`config.mk`:
```
export PLATFORM = sky130hd
export DESIGN_NAME = mkio_channel_mux
export DESIGN_NICKNAME = d
export VERILOG_FILES = /design/src/rtl/mkio_pkg.sv /design/src/rtl/mkio_line_sync.sv /design/src/rtl/mkio_channel_mux.sv
export SDC_FILE = /design/constraint.sdc
export NUM_CORES = 1
export LEC_CHECK = 0
export ABC_AREA = 1
export ABC_CLOCK_PERIOD_IN_PS = 3100
export CORE_MARGIN = 10
export CORE_UTILIZATION = 50
export DETAILED_ROUTE_END_ITERATION = 16
export MAX_ROUTING_LAYER = met4
export PLACE_DENSITY_LB_ADDON = 0.15
export SYNTH_ARGS = -nofsm -noshare
export SYNTH_HDL_FRONTEND = slang
export SYNTH_SLANG_ARGS = --single-unit
```
`constraint.sdc`:
```
create_clock -name clk -period 3.1 [get_ports clk]
set_clock_uncertainty 0.05 [all_clocks]
set_input_delay 0.465 -clock clk [delete_from_list [all_inputs] [get_ports clk]]
set_output_delay 0.465 -clock clk [all_outputs]
set_load 0.01 [all_outputs]
```
`src/rtl/mkio_pkg.sv`:
```
// Shared types and helpers for the MKIO channel multiplexer.
package mkio_pkg;

  // Mux operating modes: listening, following one channel, sending, post-send quiet period.
  typedef enum logic [1:0] {
    IDLE   = 2'd0,
    LOCKED = 2'd1,
    TX     = 2'd2,
    HOLD   = 2'd3
  } mux_state_t;

  // Bits needed to index n items, never less than one.
  function automatic int clog2_min1(input int n);
    int r;
    r = 0;
    for (int i = 0; i < 31; i++) begin
      if ((1 << i) < n) r = i + 1;
    end
    return (r < 1) ? 1 : r;
  endfunction

endpackage

```
`src/rtl/mkio_line_sync.sv`:
```
// Two-flop synchroniser for one MKIO line pair (di1/di0) into the clk domain.
module mkio_line_sync (
  input  logic clk,
  input  logic reset,
  input  logic di1,
  input  logic di0,
  output logic s_di1,
  output logic s_di0
);

  logic meta1;
  logic meta0;

  // Two-stage capture of the asynchronous line levels.
  always_ff @(posedge clk or posedge reset) begin
    if (reset) begin
      meta1 <= 1'b0;
      meta0 <= 1'b0;
      s_di1 <= 1'b0;
      s_di0 <= 1'b0;
    end else begin
      meta1 <= di1;
      meta0 <= di0;
      s_di1 <= meta1;
      s_di0 <= meta0;
    end
  end

endmodule

```
`src/rtl/mkio_channel_mux.sv`:
```
// N-channel MKIO line multiplexer: merges receive lines into one core, locks onto
// the channel carrying traffic, transmits only on that channel and keeps its
// receiver blanked for a hold-off period after each transmission.
module mkio_channel_mux
  import mkio_pkg::*;
#(
  parameter int N_CH         = 2,
  parameter int HOLD_CYCLES  = 5,
  parameter int IDLE_TIMEOUT = 64,
  localparam int CH_W        = clog2_min1(N_CH)
) (
  input  logic            clk,
  input  logic            reset,
  input  logic [N_CH-1:0] di1,
  input  logic [N_CH-1:0] di0,
  output logic [N_CH-1:0] do1,
  output logic [N_CH-1:0] do0,
  output logic [N_CH-1:0] rx_strob,
  output logic [N_CH-1:0] tx_inhibit,
  input  logic [N_CH-1:0] ch_en,
  output logic            core_di1,
  output logic            core_di0,
  input  logic            core_do1,
  input  logic            core_do0,
  input  logic            tx_busy,
  output logic [CH_W-1:0] active_ch,
  output logic            locked,
  output logic            tx_active,
  output logic [N_CH-1:0] conflict,
  input  logic            conflict_clr,
  output logic [1:0]      state_dbg
);

  localparam int SIL_W  = clog2_min1(IDLE_TIMEOUT);
  localparam int HOLD_W = clog2_min1(HOLD_CYCLES + 1);
  localparam logic [SIL_W-1:0]  SIL_LAST  = SIL_W'(IDLE_TIMEOUT - 1);
  localparam logic [HOLD_W-1:0] HOLD_LAST = HOLD_W'(HOLD_CYCLES - 1);

  logic [N_CH-1:0]   s_di1;
  logic [N_CH-1:0]   s_di0;
  logic [N_CH-1:0]   act;
  logic [N_CH-1:0]   cur_oh;
  logic [N_CH-1:0]   nxt_oh;
  logic [CH_W-1:0]   first_ch;
  logic              en_cur;
  logic              act_cur;
  logic              busy_q;
  logic              busy_rise;
  logic              nxt_txhold;

  mux_state_t        state;
  mux_state_t        nxt;
  logic [CH_W-1:0]   nxt_ch;
  logic [SIL_W-1:0]  sil_cnt;
  logic [SIL_W-1:0]  nxt_sil;
  logic [HOLD_W-1:0] hold_cnt;
  logic [HOLD_W-1:0] nxt_hold;

  for (genvar g = 0; g < N_CH; g++) begin : g_sync
    mkio_line_sync u_sync (
      .clk   (clk),
      .reset (reset),
      .di1   (di1[g]),
      .di0   (di0[g]),
      .s_di1 (s_di1[g]),
      .s_di0 (s_di0[g])
    );
  end

  assign act       = (s_di1 | s_di0) & ch_en;
  assign cur_oh    = N_CH'(1) << active_ch;
  assign nxt_oh    = N_CH'(1) << nxt_ch;
  assign en_cur    = |(ch_en & cur_oh);
  assign act_cur   = |(act & cur_oh);
  assign busy_rise = tx_busy & ~busy_q;
  assign nxt_txhold = (nxt == TX) || (nxt == HOLD);

  assign locked    = (state != IDLE);
  assign tx_active = (state == TX) || (state == HOLD);
  assign state_dbg = state;

  // Lowest-index enabled channel showing activity; wins simultaneous starts.
  always_comb begin
    first_ch = '0;
    for (int i = N_CH - 1; i >= 0; i--) begin
      if (act[i]) first_ch = CH_W'(i);
    end
  end

  // Next mode, locked channel and counters.
  always_comb begin
    nxt      = state;
    nxt_ch   = active_ch;
    nxt_sil  = sil_cnt;
    nxt_hold = hold_cnt;
    case (state)
      IDLE: begin
        if (busy_rise) begin
          nxt = TX;
        end else if (|act) begin
          nxt     = LOCKED;
          nxt_ch  = first_ch;
          nxt_sil = '0;
        end
      end
      LOCKED: begin
        // A channel being disabled drops the lock even mid-request to send.
        if (!en_cur) begin
          nxt = IDLE;
        end else if (tx_busy) begin
          nxt = TX;
        end else if (act_cur) begin
          nxt_sil = '0;
        end else if (sil_cnt == SIL_LAST) begin
          nxt = IDLE;
        end else begin
          nxt_sil = sil_cnt + 1'b1;
        end
      end
      TX: begin
        if (!tx_busy) begin
          nxt      = HOLD;
          nxt_hold = '0;
        end
      end
      HOLD: begin
        if (busy_rise) begin
          nxt = TX;
        end else if (hold_cnt == HOLD_LAST) begin
          nxt     = LOCKED;
          nxt_sil = '0;
        end else begin
          nxt_hold = hold_cnt + 1'b1;
        end
      end
      default: nxt = IDLE;
    endcase
  end

  // Mode, channel and counter registers.
  always_ff @(posedge clk or posedge reset) begin
    if (reset) begin
      state     <= IDLE;
      active_ch <= '0;
      sil_cnt   <= '0;
      hold_cnt  <= '0;
      busy_q    <= 1'b0;
    end else begin
      state     <= nxt;
      active_ch <= nxt_ch;
      sil_cnt   <= nxt_sil;
      hold_cnt  <= nxt_hold;
      busy_q    <= tx_busy;
    end
  end

  // Registered line outputs; transmit-side outputs follow the mode being entered
  // so the first transmitted bit is not lost.
  always_ff @(posedge clk or posedge reset) begin
    if (reset) begin
      do1        <= '0;
      do0        <= '0;
      rx_strob   <= '0;
      tx_inhibit <= '1;
      core_di1   <= 1'b0;
      core_di0   <= 1'b0;
    end else begin
      do1        <= (nxt == TX) ? (nxt_oh & ch_en & {N_CH{core_do1}}) : '0;
      do0        <= (nxt == TX) ? (nxt_oh & ch_en & {N_CH{core_do0}}) : '0;
      rx_strob   <= ch_en & ~(nxt_txhold ? nxt_oh : {N_CH{1'b0}});
      tx_inhibit <= ~((nxt == TX) ? nxt_oh : {N_CH{1'b0}});
      case (state)
        IDLE: begin
          core_di1 <= |(s_di1 & ch_en);
          core_di0 <= |(s_di0 & ch_en);
        end
        LOCKED: begin
          core_di1 <= |(s_di1 & ch_en & cur_oh);
          core_di0 <= |(s_di0 & ch_en & cur_oh);
        end
        default: begin
          core_di1 <= 1'b0;
          core_di0 <= 1'b0;
        end
      endcase
    end
  end

  // Sticky cross-channel activity flags; a new hit outranks a clear.
  always_ff @(posedge clk or posedge reset) begin
    if (reset) begin
      conflict <= '0;
    end else begin
      conflict <= (conflict & ~{N_CH{conflict_clr}})
                | ((state != IDLE) ? (act & ~cur_oh) : {N_CH{1'b0}});
    end
  end

endmodule

```
==> results.md, run 1 <==
* Slew @ Worst Pin at 0.519 ns
* Req. time, crit path at 2.58 ns
* Die Area at 0.00586 mm²
* # diodes at 0
* Clock sinks at 33
* Global-route wire length before repair at 5450 µm
* Layout Nets at 220
* Layout cells sized above 1 at 18.9%
* Clock slew at the register clock pins of the worst setup and hold paths at 0.10 ns
* Synth async-reset ratio at 100%
* Worst slew margin at 65.4%
* Delay-heaviest family, CP: flip-flops
* DRT Pass-1 Iters at 5
* Final hold viol count at 0
* Area delta synth->final at 24.2%
* Mean Syn Cell Area at 9.29 µm²
* TritonCTS clock tree: built
* Gr ovfl total at 0
* Design Area, Final at 0.00198 mm²
* Antenna violations before repair at 0
* Highest clock rate at 435 MHz
* Final setup fails at 0
* Crit end category: output port
* DP Worst Slack at 0.816 ns
* HPWL after detailed placement at 2430 µm
* Synth top area share at 48.6%
* CTS resizes at 0
* Synth area leader: dfrtp_1
* Setup CP Type: reg2out
* Fin crit share at 74.2%
* Worst VDD drop at 0.000342 V
* Clock Latency Late Sink at 0.33 ns
* RSZ-0062 raised after global routing: no
* Final Worst Setup Slack at 0.799 ns
* Slew Limit Fails at 0
* Cells after DPL at 242
* Post-route setup TNS at 0 ns
* Max FO, Critical Path at 10
* Finished Layout Cells at 250
* Yosys warnings at 0
* IO Port Bufs at 28
* Residual DRC at 0
* Total CTS buffers at 5
* Post-synthesis cell count at 172
* Die height at 76.5 µm
* Post-CTS setup buffers at 0
* Vias per inst at 4.94
* CP Launch Type: register
* Clk buf depth at 2
* Post-synth EDFFs at 0
* Area of the core at 0.00305 mm²
* Syn_nets at 187
* Hold_buf cts at 0
* Die width at 76.5 µm
* Io pins at 29
* Top_reg_cell synth: dfrtp_1
* Mapped Area at 0.00160 mm²
* Routed Antenna Nets at 0
* Vias in the first global route at 1256
* Crit path largest cell delay at 0.68 ns
* Outcome: complete, no violations
* Wire per inst at 12.2 µm
* Post-synth cell types at 33
* #FFs+latches synth at 33
* Hold Crit Class: reg2reg
* Starting Density at 52.3%
* Arrival time worst endpoint at 1.79 ns
* DRT iter0 DRCs at 113
* Maxcap violations at 0
* Placed instance area at 0.00191 mm²
* PwrDens at 714 mW/mm²
* Final wirelength at 3040 µm
* Utilization after layout at 65.0%
* Period minus WS final at 2.30 ns
* Leading post-synthesis cells by cell area: dfrtp_1, nand2_1, inv_1
* Routability Congestion at 0.884
* H-tree depth at 2
* CTS root buf: clkbuf_4
* Vias at 1236
* Gr usage total at 11.6%
* Pleak at 0.000929 µW
* CP max stage cell: dfrtp_1
* Critical path, cell by cell: nor2_4, inv_1, clkdlybuf4s50_1
* Buffers and inverters on the worst path at 2
* FP Rows at 20
* Seq/Total Area, Yosys at 51.8%
* Largest net degree at the start of global routing at 34
synth_stat cells, types with 2 or more instances:
cell type	number
a21oi_1	3
buf_6	2
dfrtp_1	31
dfstp_2	2
ha_1	3
inv_1	20
inv_2	4
nand2_1	41
nand2_2	5
nand2_4	2
nand3_1	9
nand3_2	3
nor2_1	11
nor2_2	4
o21ai_0	6
o21ai_1	2
o21ai_2	7
xor2_1	2
metal layers:
| layer | wire (µm) | vias up | GRT usage [%] | part of all wire [%] |
|---|---|---|---|---|
| li1 | - | 618 | - | - |
| met2 | 1550 | 37 | 19.7 | 51 |
| met3 | 174 | 8 | 4.01 | 5.7 |
| met4 | 69 | 0 | 5.76 | 2.3 |
| met1 | 1240 | 573 | 11.5 | 41 |
| met5 | 0 | - | - | 0 |
cell type report:
| type | instances | area (µm²) |
|---|---|---|
| well taps | 44 | 55.1 |
| multi-input cells | 112 | 653 |
| flip-flops and latches | 33 | 828 |
| fillers | 272 | 1070 |
| inverters | 24 | 90.1 |
| clock inverters | 1 | 5.00 |
| clock buffers | 7 | 65.1 |
| repair buffers | 29 | 288 |
cells by family after synthesis:
kind of cell	count (synthesis)	share of synthesized area [%]
fa+ha+maj	3	2.35
buf+inv	27	7.28
simple gates	80	25.6
compound gates	26	11.3
flops	33	51.8
xor+xnor	3	1.64
cells in the final DEF (no fill, tap or decap), types with 3 or more instances in the layout:
cell / instances
nor2_1: 11
nand2_1: 41
nand3_2: 3
clkbuf_4: 5
inv_1: 20
inv_2: 4
o21ai_2: 7
nor2_2: 4
nand2_2: 5
dfrtp_1: 31
nand3_1: 9
o21ai_0: 6
clkdlybuf4s50_1: 28
ha_1: 3
a21oi_1: 3
stage by stage:
step / hold slack (ns) / total power, µW
global placement: 0.282 / 1150
finish: 0.306 / 1420
CTS: 0.309 / 1440
floorplan: 0.281 / 962
detailed placement: 0.286 / 1160
global route: 0.320 / 1520
final timing paths:
path,startpoint,to,slack [ns],depth (start not counted)
min reg2reg,g_sync[0].u_sync.meta0,g_sync[0].u_sync.s_di0,0.31,0
min,g_sync[0].u_sync.meta0,g_sync[0].u_sync.s_di0,0.31,0
max in group asynchronous,reset,tx_inhibit[0],2.20,3
min in group asynchronous,reset,g_sync[0].u_sync.meta1,0.46,3
max,state_dbg[1],locked,0.80,3
max reg2reg,sil_cnt[0],sil_cnt[5],1.35,11
power breakdown:
group | leakage (µW) | internal [µW] | switching (µW) | total [µW]
combinational | 0.000473 | 237 | 317 | 553
clock | 0.0000413 | 131 | 141 | 272
sequential | 0.000415 | 516 | 75.0 | 591
registers in the layout (all words and copies together), names as in the netlist:
signal and cells:
core_di0 1, hold_cnt 3, g_sync.u_sync.s_di1 2, g_sync.u_sync.meta0 2, state_dbg 2, tx_inhibit 2, active_ch 1, core_di1 1
conflict 2, do1 2, sil_cnt 6, do0 2, g_sync.u_sync.s_di0 2, g_sync.u_sync.meta1 2, busy_q 1, rx_strob 2
No activity file was read; power rests on OpenSTA's default activity.
==> run 2: changes to the inputs <==
--- a/config.mk
+++ b/config.mk
@@ -6,7 +6,7 @@
 export NUM_CORES = 1
 export LEC_CHECK = 0
 export ABC_AREA = 1
-export ABC_CLOCK_PERIOD_IN_PS = 3100
+export ABC_CLOCK_PERIOD_IN_PS = 2300
 export CORE_MARGIN = 10
 export CORE_UTILIZATION = 50
 export DETAILED_ROUTE_END_ITERATION = 16
==> constraint.sdc (replaced) <==
create_clock -name clk -period 2.3 [get_ports clk]
set_clock_uncertainty 0.05 [all_clocks]
set_input_delay 0.345 -clock clk [delete_from_list [all_inputs] [get_ports clk]]
set_output_delay 0.345 -clock clk [all_outputs]
set_load 0.01 [all_outputs]
==> run 2 against run 1 <==
Net effect: power up 41%; setup slack worse by 0.51 ns; die area unchanged; non-clock buffer count up 1; global-route usage down 0.50 points; clock power up 64%; worst hold slack better by 0.00056 ns; sequential power up 33%; core utilization up 0.86 points; via count down 1.2%; cell area up 1.3%; combinational power up 39%.
==> results.md, run 2 (synthesis gave the netlist of run 1 again) <==
* Outcome: complete, no violations
* Placed instance area at 0.00192 mm²
* Max FO, Critical Path at 6
* Post-CTS setup buffers at 0
* Worst slew margin at 72.9%
* Area of the core at 0.00305 mm²
* Vias in the first global route at 1209
* Biggest regs: sil_cnt (6), hold_cnt (3)
* Die width at 76.5 µm
* CTS root buf: clkbuf_4
* Highest clock rate at 498 MHz
* Gr usage total at 11.1%
* Io pins at 29
* Routability Congestion at 0.892
* RSZ-0062 raised after global routing: no
* Largest net degree at the start of global routing at 34
* Crit end category: output port
* Setup CP Type: reg2out
* Area delta synth->final at 25.8%
* Die Area at 0.00586 mm²
* Final Worst Setup Slack at 0.292 ns
* HPWL after detailed placement at 2410 µm
* Layout cells sized above 1 at 19.3%
* Vias per inst at 4.86
* Utilization after layout at 65.9%
* Post-route setup TNS at 0 ns
* FP Rows at 20
* Clock slew at the register clock pins of the worst setup and hold paths at 0.10 ns
* Critical path, cell by cell: nor2_4, inv_1, clkdlybuf4s50_1
* Total CTS buffers at 5
* Worst VDD drop at 0.000486 V
* CTS resizes at 0
* Pleak at 0.000937 µW
* Antenna violations before repair at 0
* Gr ovfl total at 0
* FILL cells at 264
* H-tree depth at 2
* Commonest cells after routing, fill and taps aside: nand2_1, dfrtp_1, clkdlybuf4s50_1
* Starting Density at 52.3%
* Hold_buf cts at 0
* Global-route wire length before repair at 5330 µm
* Slew Limit Fails at 0
* Clock sinks at 33
* DRT Pass-1 Iters at 6
* Commonest non-fill, non-tap cell in the layout: nand2_1
* Residual DRC at 0
* CP max stage cell: clkdlybuf4s50_1
* Routed Antenna Nets at 0
* Crit path largest cell delay at 0.56 ns
* Arrival time worst endpoint at 1.61 ns
* TritonCTS clock tree: built
* Hold Crit Class: reg2reg
* Vias at 1221
* CP Launch Type: register
* DRT iter0 DRCs at 65
* # diodes at 0
* Design Area, Final at 0.00201 mm²
* Top reg by flops: sil_cnt
* Max FFs per register at 6
* Hold WS at 0.306 ns
* Clock Latency Late Sink at 0.32 ns
* Req. time, crit path at 1.90 ns
* Period minus WS final at 2.01 ns
* IO Port Bufs at 28
* Clk buf depth at 2
* Final setup fails at 0
* Fin crit share at 87.3%
* DP Worst Slack at 0.129 ns
* Wire per inst at 12.2 µm
* Maxcap violations at 0
* PwrDens at 993 mW/mm²
* Final hold viol count at 0
* Die height at 76.5 µm
* Slew @ Worst Pin at 0.407 ns
* Final wirelength at 3060 µm
* Layout Nets at 221
-- run 2: cell count changes in the layout (fill, tap and decap cells not counted) --
cell | before | now
buf_4 | 1 | 2
clkinv_2 | 1 | 0
clkinvlp_4 | 0 | 1
bufinv_16 | 0 | 1
clkbuf_8 | 2 | 1
-- run 2: worst paths after layout --
path,depth (start not counted),endpoint,slack [ns],start
max,3,locked,0.29,state_dbg[0]
min,0,g_sync[1].u_sync.s_di1,0.31,g_sync[1].u_sync.meta1
max reg2reg,11,sil_cnt[2],0.54,sil_cnt[0]
min reg2reg,0,g_sync[1].u_sync.s_di1,0.31,g_sync[1].u_sync.meta1
max in group asynchronous,3,tx_inhibit[1],1.51,reset
min in group asynchronous,3,g_sync[0].u_sync.s_di1,0.35,reset
-- run 2: metrics by stage --
step	cells	power (µW)
2_1_floorplan	172	1300
4_1_cts	251	2030
5_1_grt	251	2150
3_3_place_gp	243	1550
6_report	251	2000
3_5_place_dp	243	1570
-- run 2: final cells by class --
class	count	area, µm²	share of cell area (%)
timing repair buffer	30	295	14.7
clock inverter	2	37.5	1.87
clock buffer	6	51.3	2.55
inverter	24	90.1	4.48
sequential	33	828	41.2
multi-input combinational	112	653	32.5
tap	44	55.1	2.74
-- run 2: worst max-delay path: cells and delay by family, from the launching register on --
| family | cells | cell delay (ns) |
|---|---|---|
| simple gates | 1 | 0.09 |
| buf+inv | 2 | 0.69 |
| flops | 1 | 0.52 |
-- run 2: metal layers --
layer  up-vias  GRT usage, %  share of wire, %
li1        617             -                 -
met5         -             -                 0
met3         2          3.66               4.6
met1       579          11.9                43
met2        23          19.2                51
met4         0          2.79              0.49
-- run 2: where the power goes --
group | leakage (µW) | internal, µW | switching, µW
combinational | 0.000477 | 324 | 443
sequential | 0.000415 | 696 | 88.7
clock | 0.0000445 | 258 | 187
total | 0.000937 | 1280 | 718
==> run 3: changes to the inputs <==
--- a/config.mk
+++ b/config.mk
@@ -10,6 +10,7 @@
 export CORE_MARGIN = 10
 export CORE_UTILIZATION = 50
 export DETAILED_ROUTE_END_ITERATION = 16
+export DONT_BUFFER_PORTS = 1
 export MAX_ROUTING_LAYER = met4
 export PLACE_DENSITY_LB_ADDON = 0.15
 export SYNTH_ARGS = -nofsm -noshare
==> run 3 against run 2 <==
Net effect: worst hold slack got worse by 0.25 ns; cell area fell by 13%; clock-buffer cell count did not move; core utilization fell by 8.2 points; sequential share of layout area rose by 5.9 points; largest power group unchanged; highest routed layer unchanged.
==> results.md, run 3 (synthesis gave the netlist of run 1 again) <==
* Max FFs per register at 6
* Final setup fails at 0
* Die height at 76.5 µm
* Final hold viol count at 0
* Global-route wire length before repair at 5130 µm
* Die width at 76.5 µm
* Pleak at 0.000843 µW
* HPWL after detailed placement at 2280 µm
* H-tree depth at 2
* DP Worst Slack at 0.588 ns
* Finished Layout Cells at 228
* Gr usage total at 11.1%
* FILL cells at 298
* Crit end category: output port
* CTS root buf: clkbuf_4
* DRT Pass-1 Iters at 4
* Arrival time worst endpoint at 1.37 ns
* Post-route setup TNS at 0 ns
* Post-CTS setup buffers at 0
* Vias per inst at 4.97
* Vias at 1134
* DRT iter0 DRCs at 33
* Routability Congestion at 0.806
* Cells after DPL at 214
* Worst slew margin at 56.6%
* Area of the core at 0.00305 mm²
* RSZ-0062 raised after global routing: no
* Io pins at 29
* Gr ovfl total at 0
* Slew @ Worst Pin at 0.651 ns
* Largest net degree at the start of global routing at 29
* Final wirelength at 2920 µm
* Hold Crit Class: in2reg
* Total CTS buffers at 5
* Period minus WS final at 1.76 ns
* Area delta synth->final at 10.1%
* PwrDens at 978 mW/mm²
* CP Launch Type: register
* Commonest cells after routing, fill and taps aside: nand2_1, dfrtp_1, inv_1
* # diodes at 0
* Layout cells sized above 1 at 21.2%
* Clock Latency Late Sink at 0.33 ns
* FP Rows at 20
* Commonest non-fill, non-tap cell in the layout: nand2_1
* Fin crit share at 76.6%
* Starting Density at 52.3%
* Outcome: complete, no violations
* Vias in the first global route at 1149
* Clock sinks at 33
* Maxcap violations at 0
* IO Port Bufs at 0
* Register area at 828 µm²
* Clock slew at the register clock pins of the worst setup and hold paths at 0.10 ns
* Slew Limit Fails at 0
* Routed Antenna Nets at 0
* Biggest regs: sil_cnt (6), hold_cnt (3)
* Total power draw at 1720 µW
* CTS resizes at 0
* Utilization after layout at 57.6%
* Final Worst Setup Slack at 0.537 ns
* Reg2Reg Setup Slack at 0.58 ns
* Die Area at 0.00586 mm²
* Residual DRC at 0
* TritonCTS clock tree: built
* Max FO, Critical Path at 10
* Req. time, crit path at 1.90 ns
* Layout Nets at 198
* Top reg by flops: sil_cnt
* Setup CP Type: reg2out
* Highest clock rate at 567 MHz
* Wire per inst at 12.8 µm
* Antenna violations before repair at 0
* Worst VDD drop at 0.000481 V
* Hold_buf cts at 6
* Multi-input gate area at 653 µm²
* Clk buf depth at 2
==> run 3: changes by cell type in the layout (fill, tap and decap cells not counted), sizes merged <==
cell	change
bufinv	-1
dlygate4sd3	+6
buf	-1
clkdlybuf4s50	-28
clkinvlp	-1
clkinv	+2
==> run 3: final cells by class <==
cell class	instances	share of cell area, %
clock buffers	6	2.92
inverters	24	5.12
well taps	44	3.13
clock inverters	2	0.782
flip-flops and latches	33	47.1
multi-input cells	112	37.1
repair buffers	7	3.84
==> run 3: routing by layer <==
layer / part of all wire, % / track usage (%) / vias up
met5: 0 / - / -
met3: 6.2 / 4.25 / 7
met2: 51 / 17.4 / 23
met1: 41 / 12.0 / 531
met4: 1.6 / 5.20 / 0
li1: - / - / 573
==> run 3: power breakdown <==
group,total (µW),switching [µW],internal (µW)
combinational,526,347,179
clock,345,196,149
sequential,849,152,698
==> run 3: path summary, 6_finish.rpt <==
| path | startpoint | endpoint | cells after the start |
|---|---|---|---|
| min in group asynchronous | reset | g_sync[1].u_sync.meta1 | 2 |
| max reg2reg | sil_cnt[0] | sil_cnt[5] | 11 |
| max in group asynchronous | reset | tx_inhibit[1] | 3 |
| max | state_dbg[1] | locked | 2 |
| min reg2reg | g_sync[0].u_sync.meta1 | g_sync[0].u_sync.s_di1 | 0 |
| min | conflict_clr | conflict[0] | 1 |
==> run 3: through the flow <==
stage	hold WS [ns]	cell area [µm²]
floorplan	0.281	1600
global placement	0.0950	1630
detailed placement	0.102	1630
CTS	0.0290	1760
global route	0.0139	1760
finish	0.0525	1760
==> run 3: worst max-delay path, stage by stage, from the launching register on <==
cell     delay, ns
dfrtp_1       0.77
nor2_4        0.08
inv_1         0.19
